**src/rtl/dmem_arbiter.sv**
```systemverilog
// dmem_arbiter: shares one data-memory port between the CPU load/store unit
// and a DMA/loader requester. One access per grant; the 1-cycle-latency
// read data is routed back to whichever requester issued the read.
// Optional per-requester grant/conflict statistics: define DMEM_ARB_STATS_EN.
module dmem_arbiter #(
    parameter int ADDR_W   = 32,
    parameter int DATA_W   = 32,
    parameter int CPU_PRIO = 1,
    parameter int MAX_WAIT = 4
) (
    input  logic                clk,
    input  logic                reset_n,
    // CPU load/store unit
    input  logic                c_req,
    input  logic                c_we,
    input  logic [DATA_W/8-1:0] c_be,
    input  logic [ADDR_W-1:0]   c_addr,
    input  logic [DATA_W-1:0]   c_wdata,
    output logic                c_gnt,
    output logic                c_rvalid,
    output logic [DATA_W-1:0]   c_rdata,
    // DMA / loader
    input  logic                d_req,
    input  logic                d_we,
    input  logic [DATA_W/8-1:0] d_be,
    input  logic [ADDR_W-1:0]   d_addr,
    input  logic [DATA_W-1:0]   d_wdata,
    output logic                d_gnt,
    output logic                d_rvalid,
    output logic [DATA_W-1:0]   d_rdata,
    // data memory port
    output logic                mem_en,
    output logic                mem_we,
    output logic [DATA_W/8-1:0] mem_be,
    output logic [ADDR_W-1:0]   mem_addr,
    output logic [DATA_W-1:0]   mem_wdata,
    input  logic [DATA_W-1:0]   mem_rdata
`ifdef DMEM_ARB_STATS_EN
    ,
    output logic [15:0]         stat_c_grants,
    output logic [15:0]         stat_d_grants,
    output logic [15:0]         stat_conflicts
`endif
);

    localparam logic [3:0] WAIT_MAX = 4'(MAX_WAIT);

    typedef enum logic {
        REQ_CPU = 1'b0,
        REQ_DMA = 1'b1
    } req_t;

    typedef enum logic [1:0] {
        OWN_NONE = 2'd0,
        OWN_CPU  = 2'd1,
        OWN_DMA  = 2'd2
    } owner_t;

    req_t       last_q, last_d;
    logic [3:0] wait_q, wait_d;
    owner_t     own_q, own_d;
    logic       c_win, d_win;

    // Winner selection; nothing is granted while reset is held
    always_comb begin
        c_win = 1'b0;
        d_win = 1'b0;
        if (reset_n) begin
            if (c_req && d_req) begin
                if (CPU_PRIO != 0) begin
                    if (wait_q == WAIT_MAX) d_win = 1'b1;
                    else                    c_win = 1'b1;
                end else begin
                    if (last_q == REQ_DMA) c_win = 1'b1;
                    else                   d_win = 1'b1;
                end
            end else if (c_req) begin
                c_win = 1'b1;
            end else if (d_req) begin
                d_win = 1'b1;
            end
        end
    end

    // Memory port mux from the winner; all zero when idle
    always_comb begin
        c_gnt     = c_win;
        d_gnt     = d_win;
        mem_en    = c_win | d_win;
        mem_we    = 1'b0;
        mem_be    = '0;
        mem_addr  = '0;
        mem_wdata = '0;
        if (c_win) begin
            mem_we    = c_we;
            mem_be    = c_be;
            mem_addr  = c_addr;
            mem_wdata = c_wdata;
        end else if (d_win) begin
            mem_we    = d_we;
            mem_be    = d_be;
            mem_addr  = d_addr;
            mem_wdata = d_wdata;
        end
    end

    // Next arbitration state: last winner, DMA starvation counter, read owner
    always_comb begin
        last_d = last_q;
        if (c_win)      last_d = REQ_CPU;
        else if (d_win) last_d = REQ_DMA;

        wait_d = wait_q;
        if ((CPU_PRIO == 0) || !d_req || d_win) wait_d = '0;
        else if (wait_q != WAIT_MAX)            wait_d = wait_q + 4'd1;

        own_d = OWN_NONE;
        if (c_win && !c_we)      own_d = OWN_CPU;
        else if (d_win && !d_we) own_d = OWN_DMA;
    end

    // Arbitration state register
    always_ff @(posedge clk) begin
        if (!reset_n) begin
            last_q <= REQ_DMA;
            wait_q <= '0;
            own_q  <= OWN_NONE;
        end else begin
            last_q <= last_d;
            wait_q <= wait_d;
            own_q  <= own_d;
        end
    end

    // Read return routing; a return pending across reset is suppressed
    always_comb begin
        c_rvalid = reset_n && (own_q == OWN_CPU);
        d_rvalid = reset_n && (own_q == OWN_DMA);
        c_rdata  = c_rvalid ? mem_rdata : '0;
        d_rdata  = d_rvalid ? mem_rdata : '0;
    end

`ifdef DMEM_ARB_STATS_EN
    // Saturating grant and conflict counters
    always_ff @(posedge clk) begin
        if (!reset_n) begin
            stat_c_grants  <= '0;
            stat_d_grants  <= '0;
            stat_conflicts <= '0;
        end else begin
            if (c_win && (stat_c_grants != '1))             stat_c_grants  <= stat_c_grants + 16'd1;
            if (d_win && (stat_d_grants != '1))             stat_d_grants  <= stat_d_grants + 16'd1;
            if (c_req && d_req && (stat_conflicts != '1))   stat_conflicts <= stat_conflicts + 16'd1;
        end
    end
`endif

endmodule

```
**config.mk**
```make
export PLATFORM = sky130hd
export DESIGN_NAME = dmem_arbiter
export DESIGN_NICKNAME = d
export VERILOG_FILES = /design/src/rtl/dmem_arbiter.sv
export SDC_FILE = /design/constraint.sdc
export NUM_CORES = 1
export LEC_CHECK = 0
export BUFFER_PORTS_ARGS = -buffer_cell sky130_fd_sc_hd__buf_4
export CORE_AREA = 4 4 119 121
export CTS_CLUSTER_DIAMETER = 120
export DETAILED_ROUTE_END_ITERATION = 8
export DIE_AREA = 0 0 123 125
export GPL_ROUTABILITY_DRIVEN = 0
export HOLD_SLACK_MARGIN = 0.08
export REMOVE_ABC_BUFFERS = 1
export SETUP_SLACK_MARGIN = 0.15
export SLEW_MARGIN = 15
export SYNTH_ARGS = -nofsm -noshare
export SYNTH_HDL_FRONTEND = slang
export SYNTH_SLANG_ARGS = --single-unit
```
**constraint.sdc**
```tcl
create_clock -name clk -period 1.81 [get_ports clk]
set_input_delay 0 -clock clk [delete_from_list [all_inputs] [get_ports clk]]
set_output_delay 0 -clock clk [all_outputs]
set_load 0.02 [all_outputs]
```
Yosys cells after proc, flatten, opt, wreduce, memory -nomap -nowiden
Cells that the tools add are included.
{"block": "totals", "ff_bits": 6, "input_bits": 174, "output_inout_bits": 138}
{"block": "op_classes", "mux": 21, "n_reduce_logical": 11, "n_eq_ne": 4, "bitwise_logic": 2, "add_sub_neg": 1}
{"op": "32-bit 2-to-1 mux", "count": 6}
{"op": "1-bit 2-to-1 mux", "count": 12}
{"op": "4-bit 2-to-1 mux", "count": 2}
{"op": "1-bit logical AND", "count": 5}
{"op": "4-bit by 1-bit adder with 4-bit output, second input constant", "count": 1}
{"op": "4-bit by 3-bit == test with 1-bit output, second input constant", "count": 1}
{"op": "4-bit by 3-bit inequality test with 1-bit output, second input constant", "count": 1}
{"op": "2-bit OR reduction", "count": 2}
{"op": "1-bit logical NOT", "count": 3}
{"op": "2-bit by 1-bit == test with 1-bit output, second input constant", "count": 1}
{"op": "2-bit == test, second input constant", "count": 1}
{"op": "2-bit 2-to-1 mux", "count": 1}
{"op": "1-bit logical OR", "count": 1}
{"op": "1-bit inverter", "count": 1}
{"op": "1-bit bitwise OR", "count": 1}

Longest topological paths before layout
Gate-level depths: netlist (run 1).
{"block": "depth", "ltp_word": 7, "ltp_mapped": 7, "depth_no_buf": 5}

Worst setup path after synthesis (run 1)
OpenSTA, ideal clock, no wires.
{"block": "synth_path", "path_kind": "flip-flop to output port", "from": "register wait_q[0]", "to": "output port mem_we", "arrival_time_ps": 1571, "slack_ps": 239, "required_time_ps": 1810, "stages_incl_launch_ff": 8, "n_path_buf": 2, "cell_sequence": "dfxtp_1 inv_1 ha_1 nand3b_1 o211a_1 buf_6 buf_6 mux2i_1"}
{"block": "synth_between", "elab_cells_between_ends": 9}
{"element": "start, declared", "line": "60", "rtl": "logic [3:0] wait_q, wait_d;"}
{"element": "start signal, assigned", "line": "130", "rtl": "wait_q <= wait_d;"}
{"element": "4-bit by 3-bit == test with 1-bit output", "line": "71", "rtl": "if (wait_q == WAIT_MAX) d_win = 1'b1;"}
{"element": "1-bit 2-to-1 mux", "line": "71"}
{"element": "1-bit 2-to-1 mux", "line": "69", "rtl": "if (c_req && d_req) begin"}
{"element": "1-bit 2-to-1 mux", "line": "68", "rtl": "if (reset_n) begin"}
{"element": "via c_gnt", "line": "19", "rtl": "output logic c_gnt,"}
{"element": "1-bit 2-to-1 mux", "line": "94", "rtl": "if (c_win) begin"}
{"element": "end, declared", "line": "33", "rtl": "output logic mem_we,"}
The timed path passes the listed nets, and every way through them passes these cells.

Worst setup path in the final report (run 1)
{"block": "layout_path", "from": "register wait_q[1]", "to": "output port mem_addr[16]"}
{"block": "layout_between", "elab_chain_cells": 6, "elab_cells_between_ends": 9}
{"element": "4-bit by 3-bit == test with 1-bit output (*)", "line": "71"}
{"element": "1-bit 2-to-1 mux", "line": "71"}
{"element": "1-bit 2-to-1 mux", "line": "69"}
{"element": "1-bit 2-to-1 mux", "line": "68"}
{"element": "32-bit 2-to-1 mux", "line": "99", "rtl": "end else if (d_win) begin"}
{"element": "32-bit 2-to-1 mux (*)", "line": "94"}
{"element": "end, declared", "line": "35", "rtl": "output logic [ADDR_W-1:0] mem_addr,"}
Mark *: on every way between the ends. The rest lies on a longest branch, timed or not.

==> run summary, run 1 <==
The distinct cell type count after synthesis is 21. For this run, the total global-route usage over all layers was measured as 13.21%. The count of buffering cells on the critical path with inverters included came out at 5. The first detailed-routing pass took 4 iterations.

At the end of the flow, the number of nets in the layout was 682. The final critical path time including I/O delays and setup is 1.791 ns. The via density per instance is 4.078. The latest clock arrival within the worst-skew pair is 0.23 ns. By area the synthesized netlist is led by sky130_fd_sc_hd__a22o_1 42%, sky130_fd_sc_hd__and2_1 28%, sky130_fd_sc_hd__dfxtp_1 8.4%.

Summed over all instances, the cell type with the most area after synthesis is sky130_fd_sc_hd__a22o_1. The number of antenna violations at the first check in global routing came out at 0. The peak ir drop on the vdd network came out at 0.2097 mV. The worst setup path is captured at an output pin.

The detailed placement HPWL came out at 9773 um. The wire length per cell after detailed routing came out at 17.58 um. The root buffer cell chosen for the clock tree is sky130_fd_sc_hd__clkbuf_16. The via count of the first global-routing pass is 2815. The average footprint of a synthesized cell is 7.696 sq um. The maximum clock frequency is 0.5584 GHz.

In this run the core area contains 42 standard-cell rows. The sequential share of the synthesized area came out at 8.392%. The clock tree from TritonCTS is yes.

Synthesis inferred 6 register bits. The critical path goes through inv_2 -> ha_4 -> nand3b_1 -> buf_6 -> a21oi_4 -> buf_12 -> buf_12 -> a22o_1 -> buf_6. The clock-pin transition on the worst setup and hold timing paths is 0.03 ns. The number of buffers between clock root and the deepest sink is 2.

The share of async-settable or async-resettable flops after synthesis came out at 0%. The post-synth design cell area is 1431 sq um. The number of endpoints with negative hold slack in the final report was 0. The type of the tightest min-delay check is primary input to register. The number of buffer cells added on primary ports came out at 311. The critical path start-end classification is register to output pin. The number of cells produced by synthesis came out at 186. The number of failing setup endpoints in the final timing report came out at 0. The largest single stage delay on the critical path is 0.32 ns. The total wire length is 11950 um.

The primary flip-flop cell chosen by synthesis mapping is sky130_fd_sc_hd__dfxtp_1. The total CTS buffers is 3. The number of routed nets with antenna violations came out at 0. The number of placed instances, taps included is 658.

At the pin with the least slew margin, the transition time is 0.2543 ns. The non-filler instance count after layout came out at 680. Entering global routing, the biggest net connects 37 pins. In the post-synthesis netlist, the cell with the most instances is sky130_fd_sc_hd__a22o_1. The max-capacitance violation count came out at 0. Among cell families on the critical path, the largest total delay comes from buffers and inverters. The power density over the cells is 322.6 nW/um^2.

The die is 123 um wide. The standby leakage power is 2.421 nW. The final period utilization came out at 98.94%.

The count of synthesis-stage warnings from yosys is 0. The initial detailed-routing violation count came out at 44. The full die area came out at 15380 sq um. The worst slew margin relative to its limit is 83.04%. The element type at the critical path start is a register. The area share of the leading cell type in the synthesized netlist came out at 41.61%. Summing over every cut layer, the via total after detailed routing is 2773. The overflow left after global routing is 0. The flow ran to the end, and the final reports show no timing, DRC or antenna violations.

Of all nets on the critical path, the largest fanout is 9. The number of synthesized flops with an enable pin came out at 0. The post-detailed-route DRC marker count came out at 0.

By count the netlist is led by 68 x sky130_fd_sc_hd__a22o_1, 65 x sky130_fd_sc_hd__and2_1, 8 x sky130_fd_sc_hd__buf_6. Pin placement for this block handled 312 I/O pins. Setup repair after global routing could not meet its margin everywhere. The share of post-route cells with drive strength above 1 is 68.85%. The total inserted antenna cells came out at 0.

The clock sink count came out at 6. The wire length of the first global-routing pass came out at 15920 um. Data on the critical path arrives at its endpoint at 1.79 ns. The required time at the worst-slack endpoint is 1.81 ns. At the end of the flow the core is filled with cells to 35.11%. The max-slew violation count was 0. The worst hold margin is 0.1288 ns. The core area came out at 13090 sq um.

The die is 125 um tall. The starting density of the core is 10.94%. Compared with the post-synthesis result, the final layout area differs by 221.0%.

The worst setup skew after layout is 0.001260 ns. The CTS H-tree depth came out at 1. For this design, the slowest cell found on the critical path is sky130_fd_sc_hd__dfxtp_2.
flip-flops by register name, indices dropped and copies added, names as in the netlist:
register and cells:
wait_q 4, own_q 2
cell families (layout without fill, tap and decap cells):
logic type / Yosys count / count (layout) / synth area share, %
adder cells (fa/ha/maj): 2 / 2 / 1.748
XOR/XNOR: 2 / 2 / 1.224
multiplexers: 1 / 1 / 0.6993
flip-flops: 6 / 6 / 8.392
buffers and inverters: 26 / 344 / 11.63
AND/OR/NAND/NOR: 78 / 78 / 32.87
AO/OA/AOI/OAI: 71 / 71 / 43.44
layout make-up:
cell class	instances	area (sq um)
repair buffers	336	2959
well taps	176	220.2
inverters	5	18.77
multi-input cells	154	1199
clock buffers	3	75.07
flip-flops and latches	6	122.6
fillers	1346	8491
through the flow:
step                      power [mW]  worst slack, ns  setup TNS, ns  cell area, sq um
after floorplan               0.4407          -0.8211         -58.21              1284
after global placement        0.9893           0.1396              0              3941
after detailed placement      0.9971           0.1428              0              3941
after CTS                      1.408          0.01767              0              4228
after global routing           1.550         -0.06418         -2.883              4594
final                          1.482          0.01910              0              4594
worst reg2reg max path: stages (launching register included):
cell                       delay (ns)
sky130_fd_sc_hd__dfxtp_2         0.32
sky130_fd_sc_hd__inv_2           0.07
sky130_fd_sc_hd__ha_4            0.12
sky130_fd_sc_hd__nand3b_1        0.12
sky130_fd_sc_hd__buf_6           0.15
sky130_fd_sc_hd__a21oi_4         0.16
sky130_fd_sc_hd__buf_4           0.17
sky130_fd_sc_hd__buf_16          0.15
sky130_fd_sc_hd__buf_4           0.12
sky130_fd_sc_hd__nor2b_1         0.11
report_power, final:
group / internal (mW) / switching [mW] / total [mW]
Sequential: 0.136 / 0.00146 / 0.138
Clock: 0.283 / 0.0724 / 0.356
Combinational: 0.573 / 0.416 / 0.989
layer usage:
metal / up-vias / GRT usage, % / part of all wire (%)
met3: 9 / 3.207 / 12
met5: - / 0 / 0
met4: 0 / 2.606 / 1.2
li1: 1320 / - / -
met2: 213 / 24.32 / 50
met1: 1231 / 15.38 / 37
what timing repair did:
item / in CTS / in global routing
pin swaps: 7 / 3
hold endpoints to repair: 2 / 0
gates cloned: 3 / 6
endpoints found under the setup margin: 70 / 70
hold buffers: 2 / 0
gates resized for setup: 19 / 55
buffers inserted: 6 / 2
worst paths after layout:
path	start	slack, ns	cells after the start	end
hold reg to reg	wait_q[0]$_SDFFE_PP0P_	0.52	2	wait_q[0]$_SDFFE_PP0P_
setup / recovery	wait_q[1]$_SDFFE_PP0P_	0.02	9	mem_addr[16]
setup reg to reg	wait_q[1]$_SDFFE_PP0P_	0.27	9	own_q[1]$_SDFF_PP0_
hold / removal	reset_n	0.13	3	wait_q[1]$_SDFFE_PP0P_
placed cells by master, fill, tap and decap left out, drive strengths merged:
| cell type | synthesis | routed |
|---|---|---|
| xnor2 | 1 | 1 |
| o211a | 1 | 1 |
| o21a | 1 | 1 |
| nand2 | 3 | 3 |
| dlygate4sd3 | 0 | 2 |
| nor2b | 1 | 1 |
| mux2i | 1 | 1 |
| and3b | 1 | 1 |
| xor2 | 1 | 1 |
| buf | 15 | 329 |
| dfxtp | 6 | 6 |
| nand3 | 1 | 1 |
| nand4 | 1 | 1 |
| a22o | 68 | 68 |
| a21oi | 1 | 1 |
| clkbuf | 6 | 8 |
| inv | 5 | 5 |
| nor2 | 5 | 5 |
| ha | 2 | 2 |
| and2 | 65 | 65 |
| nand3b | 1 | 1 |
(Power assumes the default switching activity.)
==> inputs of run 2 (changes only) <==
CELL_PAD_IN_SITES_DETAIL_PLACEMENT = 0   (was default)
CELL_PAD_IN_SITES_GLOBAL_PLACEMENT = 1   (was default)
CORE_AREA = 4 4 120 122   (was 4 4 119 121)
DIE_AREA = 0 0 124 126   (was 0 0 123 125)
PLACE_DENSITY_LB_ADDON = 0.1   (was default)
SETUP_SLACK_MARGIN = default   (was 0.15)
==> run 2 against run 1 <==
  * Via count decreased by 0.32%
  * Core utilization decreased by 0.79 points
  * Cell count decreased by 0.74%
  * Clock skew increased by 0.00071 ns
  * Combinational power decreased by 2.6%
  * Critical path type unchanged
  * Largest cell class unchanged
==> run summary, run 2 (same netlist as run 1, synthesis figures left out) <==
STA classifies the critical path startpoint as a register. The via count of the first global-routing pass came out at 2747. The latest clock arrival within the worst-skew pair is 0.23 ns. No sink is reached through more buffers than the 2 on the longest clock path. Once layout is done, the placed cells without fillers occupy 4527 sq um. Sequential cells burn 9.4% of the power. The most repeated library cell on the critical path is sky130_fd_sc_hd__buf_6. The min-delay analysis places its worst path in the category primary input to register.

The leading cell type in the layout, fill and taps excluded is sky130_fd_sc_hd__buf_4. The max-capacitance violation count came out at 0. Counting flops per register, the top entry is wait_q. The worst setup skew after layout came out at 0.001967 ns. The internal power of the cells totals 0.9843 mW. The cell row count is 42.

After detailed placement, the total cell area comes to 3941 sq um. The growth of design area from synthesis to finish is 216.3%. The clock group share of total power is 24.7%.

Port buffering added 311 buffers. After layout, the minimum clock period comes to 1.794 ns. The delay of the slowest cell on the worst path came out at 0.33 ns. The detailed placement HPWL came out at 10130 um. The combinational share of power came out at 65.8%. The wire length per cell after detailed routing is 18.45 um. The total track usage came out at 13.53%.

The core area is 13190 sq um. The starting density of the core came out at 10.85%. The number of antenna diodes in the final layout is 0.

The flip-flop count of the largest register, all copies and words added came out at 4. After detailed routing, the number of remaining DRC violations is 0. The flow ran to the end, and the final reports show no timing, DRC or antenna violations.

The number of antenna violations at the first check in global routing is 0. In the layout the commonest cells are 254 x sky130_fd_sc_hd__buf_4, 68 x sky130_fd_sc_hd__a22o_1, 65 x sky130_fd_sc_hd__and2_1. The worst setup path is captured at an output pin.

For this run, the post-layout net count is 677. After clock tree synthesis, the clock-pin slew on the worst setup and hold paths is 0.03 ns. The global-route track usage on met2 is 26.92%. The initial detailed-routing violation count is 61. Fill cells in the final layout number 1419.

The root buffer cell is sky130_fd_sc_hd__clkbuf_16. The total CTS buffers came out at 3. Power spread over the standard cell area amounts to 323.1 nW/um^2. The slew at the pin closest to its max-slew limit came out at 0.2524 ns.

The largest fanout of any net on the critical path came out at 10. The final critical path takes up 99.13% of the cycle. For met1 alone, demand over resource in global routing was 12.38%. The CTS H-tree depth came out at 1. The standby leakage power came out at 2.377 nW. The largest registers in the layout are wait_q: 4 flops, own_q: 2 flops. The switching part of the total is 32.70%. The peak ir drop on the vdd network came out at 0.2332 mV. The overflow left after global routing came out at 0. After global routing, the most crowded layer is met2. In the final timing run, aggregate negative setup slack is 0 ns. The critical path goes through inv_2 -> ha_2 -> nand3b_1 -> buf_6 -> a21oi_4 -> buf_12 -> clkbuf_16 -> a22o_1 -> buf_6. Global routing consumed, on the met3 layer, 5.336% of the routing resources.

The largest individual stage delay along the critical path comes from the cell sky130_fd_sc_hd__dfxtp_2. The final core utilization came out at 34.32%. The worst pin sits at a relative slew slack of 83.18%. In the routed layout, each cell is associated on average with a via count of 4.095.

Summing over every cut layer, the via total after detailed routing is 2764. The number of primary I/O pins came out at 312. The critical path in this run is classified as register to output pin. The full die area came out at 15620 sq um. The max-slew violation count is 0. The number of failing setup endpoints in the final timing report came out at 0.

The number of routed nets with antenna violations came out at 0. The overall die width is 124 um. The data arrival time of the critical path is 1.79 ns. CTS saw 6 sinks. The maximum clock frequency came out at 0.5573 GHz. The wire length of the first global-routing pass came out at 16090 um.

For this design the total switching power over the nets is 0.4784 mW. The floorplan die height is 126 um. In the final layout, the share of cells above drive strength 1 is 68.14%. The number of endpoints with negative hold slack in the final report was 0. STA puts the critical path data required time at 1.81 ns. The first-pass iteration count of the detailed router is 4. After detailed routing, the total wire length is 12450 um. Setup repair after global routing could not meet its margin everywhere. The maximum number of pins on one net before global-route repair is 34. The clock tree from TritonCTS is yes.
## run 2: power by group through the flow
stage               Clock (mW)  Combinational, mW  Sequential (mW)
global route             0.373               1.02            0.138
floorplan                    0              0.302            0.139
detailed placement           0              0.848            0.139
finish                   0.362              0.963            0.138
CTS                      0.366              0.876            0.138
global placement             0              0.845            0.139
## run 2: metal layers
layer,share of wire [%],wire [um]
met5,0,0
met1,31,3891
met4,1.6,199
met3,14,1718
met2,53,6643
## run 2: area by class of cell
| type | instances | area (sq um) | share of cell area, % |
|---|---|---|---|
| flip-flops and latches | 6 | 122.6 | 2.709 |
| repair buffers | 331 | 2924 | 64.59 |
| clock buffers | 3 | 75.07 | 1.658 |
| inverters | 5 | 18.77 | 0.4146 |
| well taps | 176 | 220.2 | 4.865 |
| multi-input cells | 154 | 1166 | 25.76 |
## run 2: stage by stage
stage                     setup WS, ns  hold slack [ns]  instances  total power [mW]
after floorplan                -0.8211          0.07161        165            0.4407
after global placement          0.1818           0.1716        658            0.9837
after detailed placement        0.1849           0.1723        658            0.9870
after CTS                     0.007191           0.1584        667             1.379
after global routing          -0.04938           0.1792        675             1.527
final                          0.01578           0.1410        675             1.463
## run 2: worst paths after layout
path                            slack (ns)  cells past startpoint                endpoint              startpoint
worst min-delay path                  0.14                      3  wait_q[1]$_SDFFE_PP0P_                 reset_n
worst max register to register        0.23                      9     own_q[1]$_SDFF_PP0_  wait_q[0]$_SDFFE_PP0P_
worst min register to register        0.44                      1  wait_q[0]$_SDFFE_PP0P_  wait_q[0]$_SDFFE_PP0P_
worst max-delay path                  0.02                      9            mem_addr[18]  wait_q[0]$_SDFFE_PP0P_
## run 2: worst max-delay path, delay by kind of cell, from the launching register on
family          cells  cell delay (ns)
compound gates      2             0.29
fa+ha+maj           1             0.15
buf+inv             5             0.67
flops               1             0.33
simple gates        1             0.12
## run 2: what timing repair did
| item | in CTS | in global routing |
|---|---|---|
| pin swaps | 2 | 4 |
| hold buffers | 2 | 0 |
| gates cloned | 2 | 5 |
| setup buffers | 2 | 3 |
| endpoints found under the hold margin | 2 | 0 |
| setup endpoints to repair | 65 | 69 |
| gates resized for setup | 4 | 69 |
==> inputs of run 3 (changes only) <==
SETUP_SLACK_MARGIN = 0.4   (was default)
SKIP_LAST_GASP = 1   (was default)
==> run 3 against run 2 <==
  * Non-clock buffer count grew 4
  * Register-to-register slack improved by 0.04 ns
  * Die area did not move
  * Final area decreased by 1.8%
  * Core utilization is 0.62 points lower
  * Routed wire length increased by 2.0%
  * Sequential share of layout area about the same
  * Via count up 2.2%
  * Clock skew is essentially flat
  * Critical path depth decreased by 2
==> run summary, run 3 (same netlist as run 1, synthesis figures left out) <==
The run finished with clean final reports. The die covers 15620 sq um. The floorplan die height came out at 126 um. The CTS H-tree depth is 1. The net switching power of the design is 0.4733 mW.

Setup repair after global routing could not meet its margin everywhere. The setup slack at placement came out at 0.1849 ns. The global routing stage identified its most utilized layer as met2.

The final period utilization is 99.66%. The setup TNS came out at 0 ns. The worst slew margin relative to its limit is 83.00%. Registers take 122.6 sq um. The multi-input gate area in the final layout is 1176 sq um. The latest clock arrival within the worst-skew pair is 0.23 ns. The register with the most flip-flops in the layout has 4 of them. The first detailed-routing pass ran for 4 iterations. Leaving out fill and tap cells, the most frequent cell in the layout is sky130_fd_sc_hd__buf_4. For the worst flop-to-flop path, the logic depth is 9.

In this run switching power makes up 32.98% of total power. The max-slew violation count was 0. The post-detailed-route DRC marker count came out at 0. The share of total power in sequential cells is 9.6%. The number of primary I/O pins is 312.

The number of buffer cells added on primary ports is 311. For this run, global-route usage on met1 was measured as 12.79%. The clock sink count came out at 6. The worst hold path was traced through 3 stages. The clock network burns 25.2% of the power. The worst reg-to-reg setup slack came out at 0.27 ns. Hold is met by 0.1560 ns.

The library cells used most frequently in the layout, excluding fill and tap cells, are 299 x sky130_fd_sc_hd__buf_4, 68 x sky130_fd_sc_hd__a22o_1, 65 x sky130_fd_sc_hd__and2_1. The number of antenna violations at the first check in global routing was 0. Entering global routing, the biggest net connects 34 pins. The detailed placement HPWL came out at 10130 um. The overall die width came out at 124 um. The met3 usage in global routing came out at 5.605%. The clock-pin transition on the worst setup and hold timing paths came out at 0.03 ns. The largest fanout of any net on the critical path came out at 14. The number of endpoints with negative hold slack in the final report came to 0.

The total wire length came out at 12700 um. The filler cell count came out at 1405. The sink of the worst hold path is wait_q[1]$_SDFFE_PP0P_.

The total number of nets in the final design came out at 681. The startpoint identified for the worst hold timing path is reset_n. The register with the most flip-flops in the final layout is wait_q. The launching element of the worst setup path is wait_q[0]$_SDFFE_PP0P_. The total CTS buffers came out at 3. The first global-routing pass estimated 16390 um of wire.

In this run the critical register-to-register path is launched from wait_q[0]$_SDFFE_PP0P_. Data on the critical path arrives at its endpoint at 1.80 ns. The largest registers in the layout are wait_q: 4 flops, own_q: 2 flops. Row generation in the floorplan step produced 42 rows. The number of buffers between clock root and the deepest sink is 2. The wire length per cell after detailed routing is 18.70 um. The via count of the first global-routing pass is 2781. The final core utilization came out at 33.70%. The peak ir drop on the vdd network is 0.2334 mV. For this run the aggregate overflow at the end of global routing stands at 0. Dividing total power by cell area gives a power density of 322.8 nW/um^2. STA classifies the critical path endpoint as an output pin. The final critical path time including I/O delays and setup came out at 1.804 ns. The capturing point of the worst reg2reg path is own_q[1]$_SDFF_PP0_. Setup slack closes at 0.006147 ns. The global-route track usage on met2 came out at 26.82%. The cell-internal power came out at 0.9619 mW. For the worst setup path, the data required time is 1.81 ns. The tree is rooted in a sky130_fd_sc_hd__clkbuf_16. The core area came out at 13190 sq um. The growth of design area from synthesis to finish came out at 210.6%. In this run the remaining antenna-violating nets after routing total 0. Using the TritonRoute via totals, the vias-per-cell ratio works out to 4.162. Of the cells placed in the final design, the portion with a size suffix greater than 1 is 68.39%. The type of the tightest min-delay check is primary input to register. The critical path start-end classification is register to output pin. 0 antenna diodes ended up in the layout.

The standby leakage power is 2.376 nW. The combinational share of power is 65.3%. The vias after detailed routing is 2826. The starting density of the core came out at 10.85%. The max-capacitance violation count is 0.

The slew at the pin closest to its max-slew limit is 0.2550 ns. The maximum clock frequency came out at 0.5544 GHz. STA classifies the critical path startpoint as a register. Setup violations remaining at the end of the flow were counted as 0. TritonCTS built the clock tree. The total track usage came out at 13.85%. The initial detailed-routing violation count is 55.

Between clock sinks in the finished design, the worst skew comes to 0.001622 ns.
## run 3: area by class of cell
type	count	share of cell area, %
timing repair buffer	335	63.72
multi-input combinational	154	26.46
tap	176	4.954
sequential	6	2.758
clock buffer	3	1.689
inverter	5	0.4222
## run 3: worst max-delay path, cell delays in order, from the launching register on
cell and delay, ns:
sky130_fd_sc_hd__dfxtp_2 0.31, sky130_fd_sc_hd__inv_2 0.06, sky130_fd_sc_hd__ha_4 0.12, sky130_fd_sc_hd__nand3b_1 0.13, sky130_fd_sc_hd__o211a_4 0.35, sky130_fd_sc_hd__clkbuf_16 0.20, sky130_fd_sc_hd__a22o_1 0.23, sky130_fd_sc_hd__buf_4 0.16
## run 3: how the worst max path moves through the flow
stage,cells past startpoint,endpoint,slack (ns)
finish,7,mem_wdata[19],0.006
global route,9,mem_addr[31],-0.07
CTS,9,mem_be[3],0.03
detailed placement,7,mem_be[3],0.18
global placement,7,mem_be[3],0.18
floorplan,5,mem_addr[0],-0.82
## run 3: routing by layer
layer / wire length, um / vias to the layer above
met5: 0 / -
met4: 350 / 0
met3: 1807 / 29
met2: 6617 / 225
met1: 3923 / 1251
li1: - / 1321
## run 3: what timing repair did
action / in CTS / in global routing
gates resized for setup: 13 / 19
gates cloned: 4 / 6
hold buffers: 2 / 0
endpoints found under the setup margin: 72 / 73
setup buffers: 3 / 3
pin swaps: 2 / 7
endpoints found under the hold margin: 2 / 0
## run 3: power by group through the flow
stage	Combinational (mW)	Clock [mW]	Sequential, mW
2_1_floorplan	0.302	0	0.139
3_3_place_gp	0.845	0	0.139
3_5_place_dp	0.848	0	0.139
4_1_cts	0.897	0.366	0.137
5_1_grt	0.990	0.376	0.137
6_report	0.937	0.361	0.137
## run 3: through the flow
step,cell area (sq um),power [mW],cells
finish,4446,1.435,679
global route,4446,1.503,679
CTS,4218,1.400,670
detailed placement,3941,0.9870,658
global placement,3941,0.9837,658
floorplan,1284,0.4407,165
